**src/rtl/ascon_pt_absorb.sv**
```systemverilog
// ascon_pt_absorb: ASCON-128 plaintext/ciphertext absorb stage.
// XORs each 64-bit block into the rate, emits ciphertext/plaintext and runs
// p6 between non-final blocks; the final block is padded and the state is
// handed to finalization without a permutation.
// Optional macro: ASCON_DOMAIN_SEP_EN applies the domain-separation bit
// (LSB of x4) to state_in when the operation starts.
module ascon_pt_absorb #(
  parameter int unsigned PB_LAT = 6
) (
  input  logic         clk,
  input  logic         rst,
  input  logic         start,
  input  logic         decrypt,
  input  logic [319:0] state_in,
  input  logic [63:0]  blk_in,
  input  logic [2:0]   blk_bytes,
  input  logic         blk_last,
  input  logic         blk_valid,
  output logic         blk_ready,
  output logic [319:0] perm_s,
  input  logic [319:0] perm_s_ret,
  output logic [63:0]  out_blk,
  output logic         out_valid,
  output logic [319:0] state_out,
  output logic         done,
  output logic         busy
);

  localparam int unsigned CW = $clog2(PB_LAT + 1);

  typedef enum logic [1:0] {IDLE, ABSORB, PERM, DONE} state_t;

  state_t        state, state_nx;
  logic [CW-1:0] cnt;
  logic [319:0]  s_q;
  logic          dec_q;
  logic [63:0]   sr, mask, pad, rate_nx, out_nx;
  logic          perm_end;

  assign sr       = s_q[319:256];
  assign perm_end = (cnt == CW'(PB_LAT));

  // S is the only state register; p6 input and the state output both read it,
  // so perm_s changes on exactly the edge that S does.
  assign perm_s    = s_q;
  assign state_out = s_q;

  // FSM state register
  always_ff @(posedge clk) begin
    if (rst) state <= IDLE;
    else     state <= state_nx;
  end

  // FSM next-state and handshake/status outputs
  always_comb begin
    state_nx  = state;
    blk_ready = 1'b0;
    done      = 1'b0;
    busy      = 1'b1;
    case (state)
      IDLE: begin
        busy = 1'b0;
        if (start) state_nx = ABSORB;
      end
      ABSORB: begin
        blk_ready = 1'b1;
        if (blk_valid) state_nx = blk_last ? DONE : PERM;
      end
      PERM: begin
        if (perm_end) state_nx = ABSORB;
      end
      DONE: begin
        done     = 1'b1;
        state_nx = IDLE;
      end
      default: state_nx = IDLE;
    endcase
  end

  // Data-byte mask, 10* pad word and the new rate/output words.
  // A full block is the n=8 case (mask all ones, no pad), so encrypt and
  // decrypt each reduce to one expression covering both block kinds.
  always_comb begin
    mask = '1;
    pad  = '0;
    if (blk_last) begin
      mask = ~(64'hFFFF_FFFF_FFFF_FFFF >> {blk_bytes, 3'b000});
      pad  = 64'h80 << {3'd7 - blk_bytes, 3'b000};
    end
    out_nx = (sr ^ blk_in) & mask;
    if (dec_q) rate_nx = (blk_in & mask) | ((sr & ~mask) ^ pad);
    else       rate_nx = sr ^ (blk_in & mask) ^ pad;
  end

  // State, round counter and output block registers
  always_ff @(posedge clk) begin
    if (rst) begin
      s_q       <= '0;
      dec_q     <= 1'b0;
      cnt       <= '0;
      out_blk   <= '0;
      out_valid <= 1'b0;
    end else begin
      out_valid <= 1'b0;
      case (state)
        IDLE: begin
          if (start) begin
`ifdef ASCON_DOMAIN_SEP_EN
            s_q <= state_in ^ 320'h1;
`else
            s_q <= state_in;
`endif
            dec_q <= decrypt;
          end
        end
        ABSORB: begin
          if (blk_valid) begin
            s_q[319:256] <= rate_nx;
            out_blk      <= out_nx;
            out_valid    <= !(blk_last && (blk_bytes == 3'd0));
            cnt          <= '0;
          end
        end
        PERM: begin
          cnt <= cnt + 1'b1;
          if (perm_end) s_q <= perm_s_ret;
        end
        default: ;
      endcase
    end
  end

endmodule

```
**config.mk**
```make
export PLATFORM = sky130hd
export DESIGN_NAME = ascon_pt_absorb
export DESIGN_NICKNAME = d
export VERILOG_FILES = /design/src/rtl/ascon_pt_absorb.sv
export SDC_FILE = /design/constraint.sdc
export NUM_CORES = 1
export LEC_CHECK = 0
export BUFFER_PORTS_ARGS = -buffer_cell sky130_fd_sc_hd__clkbuf_2
export CORE_AREA = 2 2 556 558
export CTS_BUF_LIST = sky130_fd_sc_hd__clkbuf_4
export DETAILED_ROUTE_END_ITERATION = 16
export DIE_AREA = 0 0 558 560
export PLACE_DENSITY = 0.3
export SETUP_SLACK_MARGIN = 0.3
export SYNTH_ARGS = -nofsm -noshare
export SYNTH_HDL_FRONTEND = slang
export SYNTH_SLANG_ARGS = --single-unit
```
**constraint.sdc**
```tcl
create_clock -name clk -period 3.6 [get_ports clk]
set_clock_uncertainty 0.1 [all_clocks]
set_input_delay 0.18 -clock clk [delete_from_list [all_inputs] [get_ports clk]]
set_output_delay 0.18 -clock clk [all_outputs]
set_load 0.005 [all_outputs]
```
# --- Word level (Yosys, flattened, before mapping) ---
# Index checks and enable logic that the tools add are counted.
totals:
  output_inout_bits: 708
  input_bits: 713
  word_cells: 62
  ff_bits: 391
op_classes:
  bitwise_logic: 12
  n_shift: 2
  reduce_logical: 14
  n_mux: 18
  eq_ne: 7
  add_sub_neg: 2
ops:
  columns: ["cell", "count"]
  rows:
  - ["two-way mux 320 bit", 2]
  - ["case mux 256 bit (2 select lines)", 1]
  - ["two-way mux 64 bit", 4]
  - ["bitwise XOR 64 bit", 4]
  - ["AND 64 bit", 3]
  - ["case mux 64 bit (3 select lines)", 1]
  - ["inverter 64 bit", 2]
  - ["OR 64 bit", 1]
  - ["<< shifter 8 x 6 -> 64 bit, first input constant", 1]
  - [">> shifter 64 x 6 -> 64 bit, first input constant", 1]
  - ["case mux 2 bit (4 select lines)", 1]
  - ["two-way mux 2 bit", 3]
  - ["!= test 2 bit, second input constant", 3]
  - ["case mux 3 bit (2 select lines)", 1]
  - ["AND reduction 2 bit", 3]
  - ["AND reduction 3 bit", 2]
  - ["equality test 2 bit, second input constant", 2]
  - ["two-way mux 1 bit", 4]
  - ["AND reduction 4 bit", 1]
  - ["nonzero test 2 bit", 2]
  - ["adder 3 x 1 -> 3 bit, second input constant", 1]
  - ["equality test 3 bit, second input constant", 1]
  - ["logical NOT 3 bit", 1]
  - ["two-way mux 3 bit", 1]
  - ["other kinds (8)", 9]

# --- Depth between registers and ports, before layout ---
# Gate-level depths: netlist of the first run.
logic_depth:
  depth_word: 10
  mapped_depth: 10
  depth_no_buf: 7

# --- Least setup slack after synthesis of the first run ---
# Ideal clock, no wire load.
synth_path:
  kind: "reg-to-reg"
  startpoint: "register state[1]"
  endpoint: "register s_q[276] (netlist: perm_s[276])"
  t_required_ns: 3.377
  slack_ns: 1.403
  stages_incl_launch_ff: 10
  setup_time_ns: 0.123
  synth_period_minus_slack_ns: 2.197
  arrival_ns: 1.974
  n_path_buf: 2
  cell_sequence: "dfxtp_1 -> inv_1 -> ha_1 -> buf_6 -> nor2b_4 -> a2111oi_4 -> nand2_1 -> clkbuf_1 -> a221oi_1 -> nor2_1"
synth_between:
  elab_chain_cells: 3
  word_cells_on_any_way: 9
  classes_between: "eq/ne: 5; mux: 1; reduce/logical: 3"
synth_rtl:
  columns: ["element", "line_no", "source"]
  rows:
  - ["start: declaration", "33", "state_t state, state_nx;"]
  - ["start signal: assignment", "51", "else state <= state_nx;"]
  - ["equality test 2 bit (tied with other cells)", "105", "case (state)"]
  - ["!= test 2 bit (no line) or nonzero test 3 bit (tied branches)", null, null]
  - ["AND reduction 4 bit (no line)", null, null]
  - ["end signal: assignment", "111", "s_q <= state_in;"]
  - ["end signal: assignment", "118", "s_q[319:256] <= rate_nx;"]
  - ["end signal: assignment", "126", "if (perm_end) s_q <= perm_s_ret;"]
  - ["end: declaration", "35", "logic [319:0] s_q;"]
# Parallel ways exist; a longest one is shown, timed or not.
# A chain may end at the register's enable or synchronous reset.

# --- Final worst setup path of the first run ---
layout_path:
  startpoint: "register state[0]"
  endpoint: "register s_q[175] (netlist: perm_s[175])"
layout_between:
  elab_chain_cells: 3
  word_cells_on_any_way: 7
  classes_between: "eq/ne: 3; mux: 1; reduce/logical: 3"
layout_rtl:
  columns: ["element", "line_no"]
  rows:
  - ["equality test 2 bit or logical NOT 2 bit (tied branches)", "105"]
  - ["!= test 2 bit (no line) or nonzero test 2 bit (tied branches)", null]
  - ["AND reduction 3 bit (no line)", null]
# Parallel ways exist; a longest one is shown, timed or not.

==> flow_summary.ini, run 1 <==
[global_route]
grt_max_degree = 84
use_met2 = 0.229
grt_overflow_total = 0
grt_pass1_vias = 31500
busiest_layer = met2
antenna_found_initial = 183
use_met3 = 0.0762
grt_use_met1 = 0.170
grt_pass1_wl_microns = 308000
track_usage = 0.148

[synth]
ys_async_sr_fraction = 0
synth-seq-cells = 391
synth_edf_count = 0
ys_seq_area_frac = 0.362
yosysUniqueCellTypes = 62
syn_area_sq_um = 21600
synth_ff_type = dfxtp_1
synth_area_per_cell_sq_um = 8.65
yosys_warnings = 0
synth_nets = 3223
synthCells = 2504

[outcome]
outcome = completed

[setup_path]
crit_path_end_kind = register
startpoint = state[0]
worst-path-buf-inv = 4
max_stage_delay_ns = 0.58
required_ns = 4.52
worst_setup_path_start_kind = register
path_common_cell = dlygate4sd3_1
critical_path.cell_chain = inv_1 > ha_4 > buf_16 > mux2i_1 > dlygate4sd3_1 > a211oi_1 > dlygate4sd3_1
path_class = register to register
cp_max_fo = 74
cp.arrival_ns = 4.13
rr_startpoint = state[0]
critical-path-slowest-cell = dlygate4sd3_1
crit_family = buffers and inverters

[final_layout]
fillerInstances = 34900
nNetsFinal = 5889
syn_to_final_growth_pct = 127
drive_gt1_frac = 0.333

[floorplan]
ioPinCount = 1421
core_sq_um = 307000
fp.dieH_microns = 560
die_w_microns = 558
num_rows = 204
initial_core_util = 0.0705
dieArea_sq_um = 312000

[detailed_routing]
drc_errors = 0
routed_wl_microns = 245000
ant_nets = 0
num_vias = 31800
drt-pass1-iter-count = 6
first_iter_violations = 1835
wl_per_cell_microns = 25.8
via_per_inst = 3.36

[timing]
fmax_ghz = 0.312
fin_setup_tns_ns = 0
tightest_slew_ns = 1.10
maxSlewHeadroom = 0.266
rsz0062_at_grt = yes
slew_viol_final = 0
hold_ws_ns = 0.247
fin_crit_sh = 0.891
setup_violations = 0
finalHoldViolations = 0
fin_crit_ns = 3.21

[clocking]
root_buffer = clkbuf_4
cts_sinks = 391
cts_tree = yes
cts_buffer_depth = 4
clk_latency_ns = 1.16
clk_pin_slew_ns = 0.07
htreeDepth = 4
cts_made_buffers = 148

[min_path]
hold_path.startpoint = state_in[272]
hold_path.class = input pin to register

[power_and_ir_drop]
power_mw = 23.4
ir_worst_vdd_v = 0.000250
power_density_nw_per_um2 = 476
p_leak_nw = 20.5

[job]
maxCapViolCount = 0

[placement]
gp_congestion = 1.01
hpwl_microns = 202000
io_buffers = 1420
==> kinds of logic (layout without fill, tap and decap cells) <==
group	Yosys count	after routing	share of synthesized area
xor+xnor	70	70	0.0283
fa+ha+maj	6	6	0.00347
flops	391	391	0.362
mux	263	263	0.122
simple gates	547	547	0.107
compound gates	675	675	0.222
buf+inv	552	3326	0.157
other cells	0	75	0
==> worst paths after layout <==
check / end / slack [ns] / cells past startpoint
max reg2reg: perm_s[175] / 0.39 / 7
max: perm_s[175] / 0.39 / 7
min reg2reg: out_blk[45] / 0.38 / 2
min: perm_s[272] / 0.25 / 6
==> power breakdown <==
part	switching [mW]	internal [mW]	leakage [nW]
Clock	2.77	3.07	1.14
Combinational	6.02	4.51	16.2
Sequential	1.72	5.28	3.23
==> tightest hold or removal path, stage by stage <==
cell,delay [ns]
dlygate4sd3_1,0.63
clkbuf_2,0.14
nor2_1,0.19
a31oi_1,0.15
o21ai_0,0.11
nor2_1,0.05
==> placed cells by master, fill, tap and decap left out, types with 15 or more instances in the layout <==
master	instances
buf_12	15
dfxtp_1	390
a31oi_1	27
xnor2_1	27
a221oi_1	41
nand2_1	58
xor2_1	43
inv_1	25
nor3_1	33
o2111ai_1	15
a211oi_1	272
clkbuf_2	1419
mux2i_1	263
clkinv_1	28
a32o_1	15
a21oi_1	66
diode_2	75
a22o_1	23
a22oi_1	17
dlygate4sd3_1	1531
o21ai_0	118
buf_4	72
nand2b_1	35
clkbuf_4	213
nor2_1	385
==> metal layers <==
layer / part of all wire / routed length (microns) / up-vias
li1: - / - / 14300
met1: 0.39 / 96500 / 15200
met2: 0.43 / 105000 / 1733
met3: 0.12 / 30300 / 505
met4: 0.047 / 11500 / 122
met5: 0.0039 / 965 / -
==> repair_timing <==
| action | 4_1_cts | 5_1_grt |
|---|---|---|
| hold buffers | 1531 | 0 |
| gates resized for setup | 0 | 4 |
| setup buffers | 0 | 8 |
| setup endpoints to repair | 0 | 56 |
| endpoints found under the hold margin | 391 | 0 |
==> flip-flops by register name, indices dropped and copies added (netlist names) <==
| name | count |
|---|---|
| cnt | 3 |
| perm_s | 320 |
| state | 2 |
| out_valid | 1 |
| out_blk | 64 |
| dec_q | 1 |
==> stage by stage <==
stage	cells	setup WS (ns)	utilization	area, sq um
6_report	9473	0.392	0.160	49100
5_1_grt	9446	0.295	0.160	49000
4_1_cts	9389	0.312	0.159	48700
3_5_place_dp	7600	0.701	0.103	31500
3_3_place_gp	7600	0.738	0.103	31500
2_1_floorplan	2504	1.40	-	21600
==> cells in the mapped netlist, types with 27 or more instances <==
cell type	instances	area, sq um
a211oi_1	272	2040
a21oi_1	67	335
a221oi_1	41	359
a31oi_1	27	169
buf_2	64	320
buf_4	323	2420
clkbuf_1	128	480
dfxtp_1	391	7830
mux2i_1	263	2630
nand2_1	59	221
nand2b_1	35	219
nor2_1	386	1450
nor3_1	34	170
o21ai_0	118	591
xnor2_1	27	236
xor2_1	43	377
==> final cells by class <==
type / count / area [sq um] / share of cell area
Antenna cell: 75 / 188 / 0.00382
Clock buffer: 213 / 1600 / 0.0326
Clock inverter: 45 / 334 / 0.00681
Inverter: 26 / 97.6 / 0.00199
Multi-Input combinational cell: 1561 / 10500 / 0.214
Sequential cell: 391 / 7830 / 0.160
Tap cell: 4120 / 5150 / 0.105
Timing Repair Buffer: 3042 / 23400 / 0.476
Note: power is estimated with default switching activity, not from simulation.
==> run 2: changes to the inputs <==
==> config.mk (replaced) <==
export PLATFORM = sky130hd
export DESIGN_NAME = ascon_pt_absorb
export DESIGN_NICKNAME = d
export VERILOG_FILES = /design/src/rtl/ascon_pt_absorb.sv
export SDC_FILE = /design/constraint.sdc
export NUM_CORES = 1
export LEC_CHECK = 0
export ABC_AREA = 1
export BUFFER_PORTS_ARGS = -buffer_cell sky130_fd_sc_hd__clkbuf_2
export CORE_AREA = 2 2 557 559
export CTS_BUF_LIST = sky130_fd_sc_hd__clkbuf_4
export DETAILED_ROUTE_END_ITERATION = 16
export DIE_AREA = 0 0 559 561
export PLACE_DENSITY = 0.3
export SYNTH_ARGS = -nofsm -noshare
export SYNTH_HDL_FRONTEND = slang
export SYNTH_SLANG_ARGS = --single-unit
==> run 2 against run 1 <==
Critical path depth increased by 3. Combinational power barely moved. Routed wire length grew 1.1%. Sequential share of layout area about the same. Non-clock buffer count down 18. Sequential cell count unchanged. Register-to-register slack worse by 0.26 ns.
==> flow_summary.ini, run 2 <==
[global_route]
grt_overflow_total = 0
antenna_found_initial = 184
grt_pass1_wl_microns = 320000
grt_max_degree = 112
track_usage = 0.150
grt_pass1_vias = 35300

[synth]
synth_nets = 3979
synthTopCellsByCount = nand2_1 (932), a21oi_1 (709), dfxtp_1 (391)
yosysTopAreaCellShare = 0.361
ys_async_sr_fraction = 0
synth_edf_count = 0
yosys-top-cells-area = dfxtp_1 (36%), a21oi_1 (16%), nand2_1 (16%)
yosysUniqueCellTypes = 35
yosys_warnings = 0
yosysMostFrequentCell = nand2_1
synth-seq-cells = 391
ys_seq_area_frac = 0.361
synth-simple-area-share = 0.256
synthAdderAreaFrac = 0.00346
syn_area_sq_um = 21700
synth.largest_area_cell = dfxtp_1
synth_ff_type = dfxtp_1
synthCells = 3260
synthMuxAreaShare = 0
synth-compound-area-share = 0.193
synth_area_per_cell_sq_um = 6.66
synth-xor-area-share = 0.0246
synth_top_family_by_area = simple AND/OR/NAND/NOR gates

[final_layout]
most-common-layout-cells = dlygate4sd3_1 (1542), clkbuf_2 (1419), nand2_1 (930)
drive_gt1_frac = 0.289
largest_reg_flops = 320
utilization = 0.159
final_common_cell = dlygate4sd3_1
fillerInstances = 35600
stdcell_count = 10200
nNetsFinal = 6610
syn_to_final_growth_pct = 126

[detailed_routing]
via_per_inst = 3.48
drt-pass1-iter-count = 6
routed_wl_microns = 247000
ant_nets = 0
wl_per_cell_microns = 24.2
first_iter_violations = 2561
num_vias = 35500
drc_errors = 0

[timing]
fin_setup_tns_ns = 0
setup_violations = 0
tightest_slew_ns = 0.860
fmax_ghz = 0.288
fin_crit_ns = 3.47
maxSlewHeadroom = 0.427
rsz0062_at_grt = no
slew_viol_final = 0
finalHoldViolations = 0
fin_crit_sh = 0.963

[power_and_ir_drop]
p_sw_frac = 0.422
power_density_nw_per_um2 = 459
clockPowerShare = 0.242
power_frac_seq = 0.277
ir_worst_vdd_v = 0.000173
p_int_mw = 13.0
pwr-share-comb = 0.481
power.net_switching_mw = 9.48
p_leak_nw = 21.9

[setup_path]
crit_path_end_kind = register
cp_max_fo = 22
worst_setup_path_start_kind = register
required_ns = 4.46
rr_startpoint = state[1]
path_class = register to register
startpoint = state[1]
cp.arrival_ns = 4.33

[placement]
place_inst = 8315
io_buffers = 1420
hpwl_microns = 201000
gp_congestion = 0.930

[floorplan]
initial_core_util = 0.0706
ioPinCount = 1421
die_w_microns = 559
num_rows = 204
fp.dieH_microns = 561
core_sq_um = 308000
dieArea_sq_um = 314000

[clocking]
cts_made_buffers = 144
root_buffer = clkbuf_4
cts_buffer_depth = 4
clk_latency_ns = 1.09
cts_tree = yes
htreeDepth = 4
clk_pin_slew_ns = 0.07
cts_sinks = 391

[min_path]
hold_path.startpoint = blk_last
hold_path.class = input pin to register

[outcome]
outcome = completed

[job]
maxCapViolCount = 0
run 2: path summary, 6_finish.rpt:
| check | slack (ns) | end | cells past startpoint |
|---|---|---|---|
| min | 0.26 | state[0] | 5 |
| min reg2reg | 0.40 | cnt[1] | 2 |
| max reg2reg | 0.13 | perm_s[301] | 10 |
| max | 0.13 | perm_s[301] | 10 |
run 2: power groups by stage:
stage / sequential (mW) / combinational [mW] / clock (mW)
after floorplan: 5.72 / 3.77 / 0
after global placement: 6.29 / 7.22 / 0
after detailed placement: 6.31 / 7.20 / 0
after CTS: 6.22 / 10.5 / 5.78
after global routing: 6.29 / 11.7 / 5.96
final: 6.23 / 10.8 / 5.43
run 2: final cells by class:
cell class                      count  area [sq um]  area share
Sequential cell                   391          7830       0.160
Clock buffer                      202          1520      0.0310
Multi-Input combinational cell   2295         10400       0.213
Timing Repair Buffer             3024         23400       0.478
Clock inverter                     46           239     0.00488
Tap cell                         4120          5150       0.105
Inverter                           34           171     0.00350
Timing Repair inverter              1          11.3    0.000230
Antenna cell                       92           230     0.00470
run 2: routing by layer:
layer	vias to the layer above	share of wire	track usage
met1	17200	0.39	0.171
met2	1858	0.43	0.232
met4	114	0.049	0.0635
met5	-	0.0034	0
met3	510	0.13	0.0787
li1	15800	-	-
run 2: worst max-delay path, cell delays in order, from the launching register on:
cell and delay (ns):
dfxtp_2 0.38, inv_1 0.10, ha_4 0.33, clkinv_2 0.28
buf_4 0.35, a21oi_1 0.35, nand2_1 0.09, o211ai_1 0.09
dlygate4sd3_1 0.58, a21oi_1 0.07, dlygate4sd3_1 0.59
run 2: repair_timing:
action                                  in CTS  in global routing
buffers inserted                             0                  3
hold buffers                              1543                  0
endpoints found under the setup margin       0                200
hold endpoints to repair                   391                  0
resized for setup                            0                 25
run 2: cells by family (layout without fill, tap and decap cells):
kind of cell	after synthesis	in the layout
and+or+nand+nor	1409	1409
AOI/OAI and AO/OA	819	819
buffers and inverters	574	3307
DFF	391	391
xor gates and xnor gates	61	61
adders and majority gates	6	6
other	0	92
run 2: per-stage QoR:
stage / total power, mW / cell area [sq um] / worst slack [ns] / hold WS, ns
after floorplan: 9.49 / 21700 / 1.76 / 0.243
after global placement: 13.5 / 31300 / 0.843 / 0.356
after detailed placement: 13.5 / 31300 / 0.814 / 0.358
after CTS: 22.5 / 48500 / 0.0155 / 0.0352
after global routing: 23.9 / 48800 / 0.0363 / 0.107
final: 22.5 / 49000 / 0.132 / 0.263
